--- config.mk ---
export PLATFORM = sky130hd
export DESIGN_NAME = hyst_scan_ctrl
export DESIGN_NICKNAME = d
export VERILOG_FILES = /design/src/rtl/hc_pkg.sv /design/src/rtl/hyst_gt.sv /design/src/rtl/hyst_scan_ctrl.sv
export SDC_FILE = /design/constraint.sdc
export NUM_CORES = 1
export LEC_CHECK = 0
export ABC_AREA = 1
export BUFFER_PORTS_ARGS = -buffer_cell sky130_fd_sc_hd__buf_4
export CORE_MARGIN = 3
export CORE_UTILIZATION = 55
export DETAILED_ROUTE_END_ITERATION = 10
export GPL_TIMING_DRIVEN = 0
export MAX_ROUTING_LAYER = met4
export PLACE_DENSITY = 0.81
export SLEW_MARGIN = 5
export SYNTH_ARGS = -nofsm -noshare
export SYNTH_HDL_FRONTEND = slang
export SYNTH_HIERARCHICAL = 1
export SYNTH_SLANG_ARGS = --single-unit
--- constraint.sdc ---
create_clock -name clk -period 3.75 [get_ports clk]
set_input_delay 0.375 -clock clk [delete_from_list [all_inputs] [get_ports clk]]
set_output_delay 0.375 -clock clk [all_outputs]
set_load 0.02 [all_outputs]
--- src/rtl/hc_pkg.sv ---
// Shared definitions for the hysteresis scan controller: FSM encoding,
// default threshold and channel-index width helper.
package hc_pkg;

   typedef enum logic [1:0] {
      S_IDLE   = 2'd0,
      S_REQ    = 2'd1,
      S_EVAL   = 2'd2,
      S_DECIDE = 2'd3
   } state_t;

   localparam int DEF_TH = 10;

   function automatic int idx_w(input int n);
      return (n > 1) ? $clog2(n) : 1;
   endfunction

endpackage

--- src/rtl/hyst_gt.sv ---
// Hysteresis compare: gt = a > b + TH, evaluated one bit wider than the
// operands so that b + TH never wraps.
module hyst_gt
   import hc_pkg::*;
#(
   parameter int W  = 8,
   parameter int TH = DEF_TH
) (
   input  logic [W-1:0] a,
   input  logic [W-1:0] b,
   output logic         gt
);

   localparam logic [W:0] TH_X = (W+1)'(TH);

   assign gt = {1'b0, a} > ({1'b0, b} + TH_X);

endmodule

--- src/rtl/hyst_scan_ctrl.sv ---
// Scans N_CH channels through a shared sampler and tracks the dominant
// channel, switching only after a challenger wins HOLD consecutive scans.
//
// state    | meaning
// ---------+-------------------------------------------------------------
// S_IDLE   | waiting for en
// S_REQ    | requesting samples, one handshake per channel
// S_EVAL   | one channel per cycle against leader sel
// S_DECIDE | apply hold-off, update sel, pulse scan_done/switch
module hyst_scan_ctrl
   import hc_pkg::*;
#(
   parameter int N_CH = 4,
   parameter int W    = 8,
   parameter int TH   = DEF_TH,
   parameter int HOLD = 2,
   localparam int CW  = idx_w(N_CH)
) (
   input  logic          clk,
   input  logic          rst,
   input  logic          en,
   output logic          samp_req,
   output logic [CW-1:0] samp_ch,
   input  logic          samp_valid,
   input  logic [W-1:0]  samp_data,
   output logic [CW-1:0] sel,
   output logic          sel_vld,
   output logic          scan_done,
   output logic          switch
);

   localparam int            HW     = $clog2(HOLD + 1);
   localparam logic [CW-1:0] LAST   = CW'(N_CH - 1);
   localparam logic [HW-1:0] HOLD_C = HW'(HOLD);

   state_t        state, state_nx;
   logic [W-1:0]  val [N_CH];
   logic [CW-1:0] ch;
   logic [CW-1:0] best_idx;
   logic [CW-1:0] prev;
   logic [W-1:0]  best_val;
   logic          best_vld;
   logic [HW-1:0] cnt;
   logic [HW-1:0] cnt_inc;
   logic          hs;
   logic          last;
   logic          gt;
   logic          cand;
   logic          take;
   logic          hit;

   assign samp_req = (state == S_REQ);
   assign samp_ch  = ch;
   assign hs       = samp_req && samp_valid;
   assign last     = (ch == LAST);

   hyst_gt #(.W(W), .TH(TH)) u_gt (
      .a  (val[ch]),
      .b  (val[sel]),
      .gt (gt)
   );

   always_ff @(posedge clk) begin
      if (rst) state <= S_IDLE;
      else     state <= state_nx;
   end

   always_comb begin
      state_nx = state;
      // before the first decision every channel competes, giving plain argmax
      cand     = sel_vld ? gt : 1'b1;
      take     = (state == S_EVAL) && cand && (!best_vld || (val[ch] > best_val));
      cnt_inc  = (best_idx == prev) ? cnt + HW'(1) : HW'(1);
      hit      = sel_vld && best_vld && (cnt_inc == HOLD_C);
      case (state)
         S_IDLE:   if (en) state_nx = S_REQ;
         S_REQ:    if (hs && last) state_nx = S_EVAL;
         S_EVAL:   if (last) state_nx = S_DECIDE;
         S_DECIDE: state_nx = en ? S_REQ : S_IDLE;
         default:  state_nx = S_IDLE;
      endcase
   end

   // sample store is deliberately unreset; a reset in the same cycle drops the data
   always_ff @(posedge clk) begin
      if (!rst && hs) val[ch] <= samp_data;
   end

   always_ff @(posedge clk) begin
      if (rst) begin
         ch        <= '0;
         sel       <= '0;
         sel_vld   <= 1'b0;
         scan_done <= 1'b0;
         switch    <= 1'b0;
         cnt       <= '0;
         prev      <= '0;
         best_vld  <= 1'b0;
         best_idx  <= '0;
         best_val  <= '0;
      end else begin
         scan_done <= (state == S_DECIDE);
         switch    <= (state == S_DECIDE) && hit;
         case (state)
            S_IDLE: ch <= '0;
            S_REQ: begin
               if (hs) begin
                  ch <= last ? '0 : ch + CW'(1);
                  if (last) best_vld <= 1'b0;
               end
            end
            S_EVAL: begin
               ch <= last ? '0 : ch + CW'(1);
               if (take) begin
                  best_vld <= 1'b1;
                  best_idx <= ch;
                  best_val <= val[ch];
               end
            end
            S_DECIDE: begin
               ch <= '0;
               if (!sel_vld) begin
                  sel     <= best_idx;
                  sel_vld <= 1'b1;
                  cnt     <= '0;
               end else if (!best_vld) begin
                  cnt <= '0;
               end else begin
                  prev <= best_idx;
                  if (hit) begin
                     sel <= best_idx;
                     cnt <= '0;
                  end else begin
                     cnt <= cnt_inc;
                  end
               end
            end
            default: ch <= '0;
         endcase
      end
   end

endmodule

==> results of run 1 <==
-- through the flow --
stage / area (µm²) / std cells / hold WS (ns)
final: 3590 / 463 / 0.241
after global routing: 3590 / 463 / 0.220
after CTS: 3580 / 463 / 0.228
after detailed placement: 3380 / 447 / 0.415
after global placement: 3380 / 447 / 0.416
after floorplan: 3150 / 358 / 0.398
-- repair_timing --
item | CTS | global route
resized for setup | 0 | 6
setup buffers | 0 | 0
hold buffers | 0 | 0
setup endpoints to repair | 0 | 11
-- power groups by stage --
stage          Clock (mW)  Sequential [mW]  Combinational, mW
6_report            0.562            0.833              0.852
4_1_cts             0.570            0.832              0.852
2_1_floorplan           0            0.839              0.638
5_1_grt             0.611            0.841              0.985
3_5_place_dp            0            0.846              0.839
3_3_place_gp            0            0.842              0.802
-- area by class of cell --
cell class | instances | area (µm²)
timing repair buffer | 19 | 143
fill | 407 | 1720
sequential | 60 | 1520
tap | 70 | 87.6
clock buffer | 14 | 184
clock inverter | 2 | 13.8
buffer | 8 | 56.3
inverter | 40 | 150
multi-input combinational | 250 | 1430
-- state kept, by name, summed over array words and instances (netlist names), named ones only --
register and cells:
best_idx 2, best_val 8, best_vld 1, cnt 2
prev 2, samp_ch 2, scan_done 1, sel 2
sel_vld 1, state 2, switch 1, val 32
-- cell families (layout without fill, tap and decap cells) --
| logic type | after synthesis | after routing | share of synthesized area (%) |
|---|---|---|---|
| buffers and inverters | 48 | 83 | 6.48 |
| AOI/OAI and AO/OA | 76 | 76 | 14.3 |
| xor gates and xnor gates | 7 | 7 | 1.95 |
| DFF | 60 | 60 | 48.3 |
| adders and majority gates | 26 | 26 | 10.3 |
| and+or+nand+nor | 141 | 141 | 18.6 |
-- worst register-to-register path, cell delays in order (launching register included) --
cell and delay, ns:
dfxtp_2 0.37, inv_1 0.21, clkbuf_2 0.29, nor2_1 0.09
o22ai_2 0.24, ha_1 0.23, o21ai_2 0.07, nand3b_1 0.18
xor2_1 0.16, ha_1 0.29, and3_1 0.19, nand3_1 0.07
nand2_1 0.06, a21oi_2 0.11, inv_1 0.08, a21oi_4 0.22
nand2_4 0.12, buf_6 0.16, nor2_1 0.09, nor2_1 0.05
-- synth_stat cells (2+ instances only) --
| master | instances |
|---|---|
| a211oi_1 | 3 |
| a21o_1 | 3 |
| a21oi_1 | 15 |
| and3_1 | 2 |
| buf_4 | 2 |
| buf_6 | 2 |
| clkbuf_1 | 3 |
| dfxtp_1 | 28 |
| edfxtp_1 | 32 |
| ha_1 | 26 |
| inv_1 | 38 |
| inv_2 | 2 |
| nand2_1 | 55 |
| nand2_2 | 3 |
| nand2_4 | 2 |
| nand3_1 | 11 |
| nand4_1 | 2 |
| nor2_1 | 62 |
| nor2_2 | 2 |
| o21ai_0 | 34 |
| o22ai_1 | 15 |
| xnor2_1 | 3 |
| xor2_1 | 4 |
-- path summary, 6_finish.rpt --
check,to,from
hold / removal,val[1][3],samp_data[3]
setup reg to reg,best_val[6],register
setup / recovery,best_val[6],register
hold reg to reg,switch,cnt[1]
-- routing by layer --
metal,part of all wire (%),up-vias
met5,0,-
met4,2.1,0
met3,6.8,22
met2,48,106
met1,43,1189
li1,-,1269
==> flow_summary.ini, run 1 <==
[status]
run_status = complete, no violations

[pwr]
p_per_area_nw_per_um2 = 627
power.switching_uw = 834
p_int_mw = 1.41
ir_drop_v = 0.000337
sequentialPowerShare_pct = 37.1
p_leak_nw = 1.51
p_sw_share_pct = 37.1
pwr-share-clk_pct = 25.0
comb_power_share_pct = 37.9
total_power_mw = 2.25

[clock_network]
cts_buffer_depth = 2
cts_tree = built
cts_htree_levels = 3
cts_made_buffers = 9
cts.sinks = 60
cts.clk_slew.worst_paths_ns = 0.07
clk_latency_ns = 0.33
cts_root_buffer = clkbuf_8

[cells_and_area]
mostFrequentLayoutCells = nor2_1, nand2_1, inv_1
n_antenna_cell = 0
drive_gt1_share_pct = 14.0
final_common_cell = nor2_1
final_util_pct = 67.6
area_growth_pct = 13.9
nNetsFinal = 426

[synthesis]
avgSynthCellArea_um2 = 8.79
synth_cell_types = 32
synth_warnings = 6
yosys_most_used_dff = edfxtp_1
syn_nets = 396
synth-seq-cells = 60
synth_top_area_share_pct = 30.5
synthTopCellsByArea = edfxtp_1, dfxtp_1, ha_1
syn-instance-count = 358
seq_area_frac_synth_pct = 48.3
synth_area_leader_cell = edfxtp_1
synthArstFlopShare_pct = 0
synth_edf_count = 32
syn_area_um2 = 3150

[grt]
met3_usage_pct = 5.70
top_usage_layer = met2
use_met2_pct = 36.0
grt-ovfl-total = 0
grt_max_degree = 11
grt.total_usage_pct = 23.4
grt_util_met1_pct = 30.3
first_global_vias = 2369
grt_pass1_wl_um = 11200
grt_antenna_before_repair = 0

[place]
dp_hpwl_um = 4910
preCtsSetupSlack_ns = 0.0890
place.port_buffers = 19
routabilityCongestion = 0.831

[die]
coreArea_um2 = 5300
ioPinCount = 20
initial_core_util_pct = 59.4
die_h_um = 81.7
die_w_um = 81.7
die_area_um2 = 6670
row_count = 26

[drt]
drc = 0
drtIter0Drc = 184
detail_route.wl_per_cell_um = 14.9
vias = 2586
drt_pass1_iterations = 5
wl_um = 6920
ant_nets = 0
viasPerCell = 5.59

[sta]
fmax_mhz = 294
post-route-min-period_ns = 3.40
rsz0062_at_grt = no
finalHoldViolCount = 0
final.setup_skew_ns = 0.00739
finalMaxSlewViolations = 0
tns_ns = 0
setup_ws_ns = 0.346
timing.slew.headroom_pct = 43.4
min_period_over_period_pct = 90.8
setup_viol = 0
worst_pin_slew_ns = 0.846

[setup_path]
path_delay_family = simple AND/OR/NAND/NOR gates
reg2reg_slack_ns = 0.35
critical_path_peak_fanout = 10
worstSetupEndpointType = register
slowest_stage = dfxtp_2
worstPathArrival_ns = 3.63
r2r_cells = 19
slowest_delay_ns = 0.37
cpMostUsedCell = nor2_1
crit_path_cell_trace = inv_1 -> clkbuf_2 -> nor2_1 -> o22ai_2 -> ha_1 -> o21ai_2 -> nand3b_1 -> xor2_1 -> ha_1 -> and3_1 -> nand3_1 -> nand2_1 -> a21oi_2 -> inv_1 -> a21oi_4 -> nand2_4 -> buf_6 -> nor2_1 -> nor2_1
cp.required_ns = 3.98
worst-path-buf-inv = 4
crit_type = register to register
critPathLaunchType = register
timing.critical_path.depth = 19

[hold_path]
holdPathStages = 1
worst_hold_path_type = primary input to register

[run]
drv_cap = 0
No activity file was read; power rests on OpenSTA's default activity.
==> inputs of run 2 (changes only) <==
Settings changed: CORE_UTILIZATION 55 to 54, PLACE_DENSITY 0.81 to 0.8.
==> run 2 against run 1 <==
Die area is 1.7% higher. Clock power grew 8.2%. Critical endpoint is now best_val[1]. Clock skew increased by 0.0028 ns. Critical path depth unchanged. Sequential cell count unchanged. Routed wire length shrank 6.0%.
==> flow_summary.ini, run 2 (synthesis results as in run 1) <==
[setup_path]
r2r_cells = 19
critical_path_peak_fanout = 10
cp.required_ns = 3.98
critPathLaunchType = register
worstSetupEndpointType = register
worstPathArrival_ns = 3.73
crit_type = register to register

[drt]
viasPerCell = 5.52
drt_pass1_iterations = 6
wl_um = 6500
detail_route.wl_per_cell_um = 14.0
vias = 2568
ant_nets = 0
drtIter0Drc = 289
drc = 0

[grt]
grt_antenna_before_repair = 0
grt_max_degree = 11
grt.total_usage_pct = 21.8
grt-ovfl-total = 0
first_global_vias = 2259
grt_pass1_wl_um = 10600

[die]
coreArea_um2 = 5570
die_h_um = 82.4
initial_core_util_pct = 56.5
ioPinCount = 20
die_area_um2 = 6780
row_count = 27
die_w_um = 82.4

[clock_network]
ctsResizeCount = 0
cts_htree_levels = 3
cts_root_buffer = clkbuf_8
cts.sinks = 60
cts.clk_slew.worst_paths_ns = 0.07
cts_tree = built
cts_made_buffers = 9
hold_buffers = 0
clk_latency_ns = 0.34
cts_buffer_depth = 2
cts_setup_buffers = 0

[hold_path]
worst_hold_path_type = primary input to register
holdPathStages = 1

[run]
drv_cap = 0

[sta]
timing.slew.headroom_pct = 46.6
post-route-min-period_ns = 3.50
final.setup_skew_ns = 0.0102
fmax_mhz = 286
min_period_over_period_pct = 93.3
tns_ns = 0
setup_viol = 0
rsz0062_at_grt = no
finalMaxSlewViolations = 0
worst_pin_slew_ns = 0.797
finalHoldViolCount = 0

[place]
dp_hpwl_um = 4570
place.port_buffers = 19
routabilityCongestion = 0.816

[cells_and_area]
num-fill-cells = 465
final_common_cell = nor2_1
mostFrequentLayoutCells = nor2_1, nand2_1, inv_1
final_util_pct = 64.5
reg_top3 = val x32, best_val x8
largest_reg_flops = 32
largest-register = val
area_growth_pct = 14.2
nNetsFinal = 426
drive_gt1_share_pct = 13.5
n_antenna_cell = 0

[pwr]
ir_drop_v = 0.000430
p_leak_nw = 1.52
p_per_area_nw_per_um2 = 636

[status]
run_status = complete, no violations
==> run 2: routing by layer <==
layer	track usage (%)	routed length (µm)
met5	-	0
met4	11.0	144
met3	4.56	431
met2	32.9	3020
met1	28.0	2910
==> run 2: final cells by class <==
cell class,count,area [µm²],share of cell area [%]
Multi-Input combinational cell,250,1420,39.6
Clock inverter,3,41.3,1.15
Tap cell,72,90.1,2.51
Timing Repair Buffer,19,143,3.97
Buffer,8,56.3,1.57
Clock buffer,13,170,4.73
Sequential cell,60,1520,42.3
Inverter,40,150,4.18
==> run 2: worst paths after layout <==
kind / startpoint / to / slack, ns
worst min-delay path: samp_data[1] / val[0][1] / 0.24
worst max-delay path: register / best_val[1] / 0.25
worst max register to register: register / best_val[1] / 0.25
worst min register to register: cnt[1] / switch / 0.45
==> run 2: metrics by stage <==
step / instances / hold slack [ns] / instance area [µm²] / total power [mW] / setup WS (ns)
CTS: 465 / 0.220 / 3590 / 2.30 / 0.182
global route: 465 / 0.220 / 3590 / 2.46 / 0.00983
global placement: 449 / 0.415 / 3380 / 1.64 / 0.232
detailed placement: 449 / 0.441 / 3380 / 1.68 / 0.201
floorplan: 358 / 0.398 / 3150 / 1.48 / 0.740
finish: 465 / 0.236 / 3590 / 2.29 / 0.251
==> run 2: power by group <==
part	switching (mW)	total, mW	internal (mW)	leakage [nW]
Clock	0.243	0.608	0.365	0.109
Combinational	0.517	0.844	0.326	0.897
Sequential	0.0665	0.835	0.769	0.516
Total	0.827	2.29	1.46	1.52
==> run 2: worst max-delay path: stages (launching register included) <==
cell and delay, ns:
dfxtp_1 0.40, inv_1 0.21, clkbuf_2 0.27, nor2_1 0.07
o22ai_1 0.32, ha_1 0.26, o21ai_2 0.08, nand3b_1 0.19
xor2_1 0.16, ha_1 0.29, and3_1 0.19, nand3_1 0.07
nand2_1 0.06, a21oi_2 0.09, inv_1 0.08, a21oi_4 0.23
nand2_4 0.12, buf_6 0.16, nor2_1 0.09, nor2_1 0.05
